[src/rtl/seq_addsub.sv]
// Digit-serial add/subtract unit: an N-bit operand pair is processed D bits per clock through one chained slice.
// Optional zero/ovf status flags are built only when SEQ_ADDSUB_FLAGS_EN is defined.
module seq_addsub #(
    parameter int N = 16,
    parameter int D = 4
) (
    input  logic         clk,
    input  logic         rst,
    input  logic         start,
    input  logic         mode,
    input  logic [N-1:0] inp1,
    input  logic [N-1:0] inp2,
    input  logic         bin,
    output logic [N-1:0] sub,
    output logic         bo,
    output logic         busy,
    output logic         done,
    output logic         zero,
    output logic         ovf
);

    localparam int K  = N / D;
    localparam int CW = (K > 1) ? $clog2(K) : 1;

    typedef enum logic [1:0] {
        IDLE = 2'd0,
        RUN  = 2'd1,
        DONE = 2'd2
    } state_t;

    state_t         state_q, state_d;
    logic [N-1:0]   a_q, a_d;
    logic [N-1:0]   b_q, b_d;
    logic [N-1:0]   res_q, res_d;
    logic [N-1:0]   sub_q, sub_d;
    logic [CW-1:0]  cnt_q, cnt_d;
    logic           mode_q, mode_d;
    logic           chain_q, chain_d;
    logic           bo_q, bo_d;
    logic           accept;
    logic [D-1:0]   b_dig;
    logic [D:0]     sum;
`ifdef SEQ_ADDSUB_FLAGS_EN
    logic           a_msb_q, a_msb_d;
    logic           b_msb_q, b_msb_d;
    logic           zero_q, zero_d;
    logic           ovf_q, ovf_d;
`endif

    // Subtraction runs as A + ~B + ~borrow, so the chain bit always holds a carry.
    always_comb begin
        state_d = state_q;
        a_d     = a_q;
        b_d     = b_q;
        res_d   = res_q;
        sub_d   = sub_q;
        cnt_d   = cnt_q;
        mode_d  = mode_q;
        chain_d = chain_q;
        bo_d    = bo_q;
`ifdef SEQ_ADDSUB_FLAGS_EN
        a_msb_d = a_msb_q;
        b_msb_d = b_msb_q;
        zero_d  = zero_q;
        ovf_d   = ovf_q;
`endif

        b_dig  = mode_q ? b_q[D-1:0] : ~b_q[D-1:0];
        sum    = {1'b0, a_q[D-1:0]} + {1'b0, b_dig} + (D+1)'(chain_q);
        accept = start && ((state_q == IDLE) || (state_q == DONE));

        case (state_q)
            IDLE: begin
                if (start) begin
                    state_d = RUN;
                end
            end
            RUN: begin
                a_d     = a_q >> D;
                b_d     = b_q >> D;
                res_d   = (res_q >> D) | (N'(sum[D-1:0]) << (N - D));
                chain_d = sum[D];
                cnt_d   = cnt_q + CW'(1);
                if (cnt_q == CW'(K - 1)) begin
                    state_d = DONE;
                    sub_d   = res_d;
                    bo_d    = mode_q ? sum[D] : ~sum[D];
`ifdef SEQ_ADDSUB_FLAGS_EN
                    zero_d  = (res_d == '0);
                    ovf_d   = mode_q ? ((a_msb_q == b_msb_q) && (res_d[N-1] != a_msb_q))
                                     : ((a_msb_q != b_msb_q) && (res_d[N-1] != a_msb_q));
`endif
                end
            end
            DONE: begin
                state_d = start ? RUN : IDLE;
            end
            default: begin
                state_d = IDLE;
            end
        endcase

        if (accept) begin
            a_d     = inp1;
            b_d     = inp2;
            mode_d  = mode;
            chain_d = mode ? bin : ~bin;
            cnt_d   = '0;
            res_d   = '0;
`ifdef SEQ_ADDSUB_FLAGS_EN
            a_msb_d = inp1[N-1];
            b_msb_d = inp2[N-1];
`endif
        end
    end

    always_ff @(posedge clk) begin
        if (rst) begin
            state_q <= IDLE;
            a_q     <= '0;
            b_q     <= '0;
            res_q   <= '0;
            sub_q   <= '0;
            cnt_q   <= '0;
            mode_q  <= 1'b0;
            chain_q <= 1'b0;
            bo_q    <= 1'b0;
`ifdef SEQ_ADDSUB_FLAGS_EN
            a_msb_q <= 1'b0;
            b_msb_q <= 1'b0;
            zero_q  <= 1'b0;
            ovf_q   <= 1'b0;
`endif
        end else begin
            state_q <= state_d;
            a_q     <= a_d;
            b_q     <= b_d;
            res_q   <= res_d;
            sub_q   <= sub_d;
            cnt_q   <= cnt_d;
            mode_q  <= mode_d;
            chain_q <= chain_d;
            bo_q    <= bo_d;
`ifdef SEQ_ADDSUB_FLAGS_EN
            a_msb_q <= a_msb_d;
            b_msb_q <= b_msb_d;
            zero_q  <= zero_d;
            ovf_q   <= ovf_d;
`endif
        end
    end

    assign sub  = sub_q;
    assign bo   = bo_q;
    assign busy = (state_q == RUN);
    assign done = (state_q == DONE);
`ifdef SEQ_ADDSUB_FLAGS_EN
    assign zero = zero_q;
    assign ovf  = ovf_q;
`else
    assign zero = 1'b0;
    assign ovf  = 1'b0;
`endif

endmodule

[config.mk]
export PLATFORM = sky130hd
export DESIGN_NAME = seq_addsub
export DESIGN_NICKNAME = d
export VERILOG_FILES = /design/src/rtl/seq_addsub.sv
export SDC_FILE = /design/constraint.sdc
export NUM_CORES = 1
export LEC_CHECK = 0
export CAP_MARGIN = 30
export CORE_AREA = 2 2 82 84
export CTS_BUF_LIST = sky130_fd_sc_hd__clkbuf_4 sky130_fd_sc_hd__clkbuf_8
export DETAILED_ROUTE_END_ITERATION = 10
export DIE_AREA = 0 0 84 86
export GPL_ROUTABILITY_DRIVEN = 0
export PLACE_DENSITY_LB_ADDON = 0.2
export SLEW_MARGIN = 20
export SYNTH_ARGS = -nofsm -noshare
export SYNTH_HDL_FRONTEND = slang
export SYNTH_SLANG_ARGS = --single-unit
[constraint.sdc]
create_clock -name clk -period 4.8 [get_ports clk]
set_input_delay 1.2 -clock clk [delete_from_list [all_inputs] [get_ports clk]]
set_output_delay 1.2 -clock clk [all_outputs]
set_load 0.01 [all_outputs]
# Yosys cells after proc, flatten, opt, wreduce, memory -nomap -nowiden
# Cells that the tools add are included.
dict set report totals {
  ff_bits 71
  input_bits 37
  elab_cells 41
  output_inout_bits 21
}
dict set report classes {
  n_mux 13
  eq_ne 5
  n_bitwise 4
  reduce_logical 7
  n_addsub 3
}
# op count
set op_table {}
lappend op_table {{$mux 16} 4}
lappend op_table {{$or 12x16->16} 1}
lappend op_table {{$pmux 2 s3} 1}
lappend op_table {{$add 4x4->5} 1}
lappend op_table {{$add 5x1->5} 1}
lappend op_table {{$mux 1} 5}
lappend op_table {{$eq 2x2->1 const B} 2}
lappend op_table {{$mux 2} 2}
lappend op_table {{$mux 4} 1}
lappend op_table {{$not 4->4} 1}
lappend op_table {{$reduce_and 2->1} 2}
lappend op_table {{$add 2x1->2 const B} 1}
lappend op_table {{$eq 2x1->1 const B} 1}
lappend op_table {{$logic_not 2->1} 1}
lappend op_table {{$ne 2x1->1 const B} 1}
lappend op_table {{$ne 2x2->1 const B} 1}
lappend op_table {{$not 1->1} 2}
lappend op_table {{$reduce_bool 2->1} 1}
lappend op_table {{$reduce_or 2->1} 1}
lappend op_table {{$logic_and 1x1->1} 1}
lappend op_table {{$logic_or 1x1->1} 1}

# Depth between registers and ports, before layout
dict set report depth {
  ltp_word 6
  ltp_mapped 7
  mapped_depth_nobuf 6
}

# Worst setup path before layout
# No wires, ideal clock.
dict set report synth_timing {
  path_kind {flip-flop to output port}
  from {reg state_q[0]}
  to {out busy}
  path_stages_with_launch 5
  required_time_ns 3.600
  path_buffers 2
  arrival_time_ns 0.953
  setup_slack_ns 2.647
  path_cell_list {dfxtp_1 nand2b_1 inv_2 buf_2 buf_2}
}
dict set report synth_between {
  elab_chain_len 1
}
# item line
set synth_rtl {}
lappend synth_rtl {{start: declaration} 31} ;# state_t state_q, state_d;
lappend synth_rtl {{start signal: assignment} 135} ;# state_q <= state_d;
lappend synth_rtl {{$eq 2x1->1} 155} ;# assign busy = (state_q == RUN);
lappend synth_rtl {{end: declaration} 16} ;# output logic busy,
# Every way passes these cells.

# Final worst setup path
# Ends and elaborated chain as after synthesis.

==> results.ini <==
[critical_path]
critical_path_class = reg2out
crit_path_end_kind = primary output
arrival_ns = 2.11
worstPathRequired_ns = 3.60
worstSetupStartpointType = flip-flop
worstReg2RegStart = mode_q
timing.rr.end = bo
worst_r2r_path_depth = 6
timing.critical_path.fanout_max = 39
timing.reg2reg.setup_slack_ns = 2.76

[clock_network]
cts_tree = yes
path_clk_slew_ns = 0.07
clock_sink_count = 67
tritoncts.num_buffers = 9
cts_max_level = 3
cts-root-buf = clkbuf_8
clk_path_buf_depth = 2
cts.repair_timing.setup_buffer_count = 0
cts_hold_repair.buffers = 0
worstSkewPairLatency_ns = 0.34
number_of_gates_resized_after_cts = 0

[floorplan]
boundaryPins = 58
chipWidth_um = 84
die-height_um = 86
fp.dieArea_sq_um = 7224
core_area_sq_um = 6277
floorplan.initialDensity_pct = 43.65
placement_rows = 29

[final_layout]
antennaDiodeCount = 0
share_of_cells_above_drive_strength_1_pct = 6.469
instances_no_fill = 448
final_net_count = 409
final_core_util_pct = 55.09
area_added_between_synthesis_and_finish_pct = 26.21

[grt]
groute.layer.met2.usage_pct = 25.60
antenna_found_initial = 0
global_route.usage.met3_pct = 4.812
grt-busiest-layer = met2
globalRouteTotalUtil_pct = 17.76
vias_in_the_first_global_route = 2174
pin_count_of_the_biggest_net_entering_global_routing = 58
grt_first_pass_wirelength_um = 10280
use_met1_pct = 25.09
grt-ovfl-total = 0

[timing]
layout_min_cycle_time_ns = 3.307
hold_viol = 0
clock.fmax_mhz = 302.4
clock-skew-final_ns = 0.009357
fin_crit_sh_pct = 68.90
fin_tns_setup_ns = 0
slew_headroom_pct = 55.03
final-max-slew-violation-count = 0
finalSetupViolations = 0
worst_hold_slack_across_all_endpoints_ns = 0.4541
worst_pin_slew_ns = 0.6736
grt_setup_unrepaired = no

[power_and_ir_drop]
internal_power_w = 0.0008629
p_per_area_nw_per_um2 = 339.0
power.net_switching_w = 0.0003095
power_frac_comb_pct = 13.3
irDropWorstVdd_mv = 0.1937
sequentialPowerShare_pct = 51.0
static-leakage-power_nw = 1.192
finalPower_w = 0.001172
share_clk_of_total_power_pct = 35.7
netSwitchingFraction_pct = 26.40

[routing]
first_pass_iters = 4
route.final.wire_length_um = 6072
via_per_inst = 5.355
route.antenna.remaining_nets = 0
drc = 0
drtIter0Drc = 223
routedWlPerCell_um = 13.55
via_count = 2399

[logic_synthesis]
synthesis.area_sq_um = 2740
top_cells_by_area_in_the_synthesized_netlist = dfxtp_1 (49%), a21oi_1 (11%), nand2_1 (8.5%), a22oi_1 (6.6%), nand3_1 (6.4%)
postSynthCellCount = 325
ys_warn_count = 0
post_synth_num_cell_types = 32
synth.avg_cell_area_sq_um = 8.431
postSynthRegisterBits = 67
cell_type_contributing_the_most_total_cell_area_after_synthesis = dfxtp_1
post-synth-top-area-fraction_pct = 48.95
seq_area_frac_synth_pct = 48.95

[job]
cap_viol_max_count = 0

[placed_design]
place_inst = 432
hpwl_um = 3821
placement.io_buffers = 55

[min_path]
worst_hold_path_type = reg2reg
hold_path_depth = 2
hold-path-endpoint = sub[6]
hold_start = sub[6]

[run_status]
outcome = finished clean

-- through the flow --
| stage | setup slack, ns | area (sq um) |
|---|---|---|
| detailed placement | 1.846 | 3279 |
| global placement | 1.882 | 3279 |
| floorplan | 2.647 | 2744 |
| global route | 1.329 | 3458 |
| CTS | 1.478 | 3458 |
| finish | 1.493 | 3458 |
-- cells in the mapped netlist --
cell and n:
dfxtp_1 67, nand2_1 62, a21oi_1 59, nand3_1 35, a22oi_1 24, buf_2 15, clkbuf_1 13, nor2_1 7
xnor2_1 7, ha_1 4, nand2b_1 4, a211oi_1 3, a21o_1 2, buf_4 2, fa_1 2, nor2b_1 2
o211ai_1 2, a31oi_1 1, and3_1 1, and3b_1 1, and4_1 1, conb_1 1, inv_2 1, nand3b_1 1
nand3b_2 1, nand4bb_1 1, nor4_1 1, nor4b_1 1, o21a_1 1, o21ai_0 1, or3_1 1, or4_1 1
-- cells in the final DEF, fill, tap and decap left out, types with 2 or more instances in the layout --
cell type and instances:
nand3_1 35, o211ai_1 2, nand2b_1 4, xnor2_1 7
clkbuf_8 10, a211oi_1 3, a22oi_1 24, a21oi_1 59
nand2_1 62, nor2_1 7, a21o_1 2, buf_4 4
fa_1 2, ha_1 4, clkdlybuf4s50_1 54, conb_1 2
clkbuf_4 2, dfxtp_1 67, clkinv_2 2
-- per-layer routing --
metal / vias to the layer above / share of wire [%]
met5: - / 0
met4: 0 / 1.0
met3: 4 / 5.8
met2: 77 / 47
met1: 1104 / 47
li1: 1214 / -
-- power groups by stage --
| stage | logic (W) | registers (W) | clock network [W] |
|---|---|---|---|
| 6_report | 0.000156 | 0.000598 | 0.000419 |
| 5_1_grt | 0.000174 | 0.000601 | 0.000459 |
| 4_1_cts | 0.000156 | 0.000598 | 0.000434 |
| 3_5_place_dp | 0.000155 | 0.000610 | 0 |
| 3_3_place_gp | 0.000153 | 0.000610 | 0 |
| 2_1_floorplan | 0.000104 | 0.000604 | 0 |
-- area by class of cell --
class / instances / area (sq um)
repair buffers: 59 / 575.6
well taps: 77 / 96.34
clock inverters: 4 / 26.28
fillers: 594 / 2819
multi-input cells: 228 / 1262
inverters: 1 / 3.754
clock buffers: 12 / 152.6
flip-flops and latches: 67 / 1341
-- logic make-up after synthesis --
family                   synth area share (%)
XOR/XNOR                                2.237
adder cells (fa/ha/maj)                 3.288
buffers and inverters                   5.205
flip-flops                              48.95
AO/OA/AOI/OAI                           19.95
other                                  0.1369
AND/OR/NAND/NOR                         20.23
-- critical path: stages (launching register included) --
cell             delay [ns]
dfxtp_1                0.46
nand2b_1               0.12
inv_2                  0.51
clkdlybuf4s50_1        0.67
-- flip-flops by register name (all words and copies together) (netlist names) --
register / count
chain_q: 1
sub: 16
mode_q: 1
res_q: 12
cnt_q: 2
a_q: 16
b_q: 16
bo: 1
state_q: 2
-- how the worst max path moves through the flow --
| stage | start | to |
|---|---|---|
| CTS | state_q[0] | busy |
| floorplan | state_q[0] | busy |
| global route | state_q[0] | busy |
| global placement | state_q[0] | busy |
| detailed placement | state_q[0] | busy |
| finish | state_q[0] | busy |
Note: power is estimated with default switching activity, not from simulation.
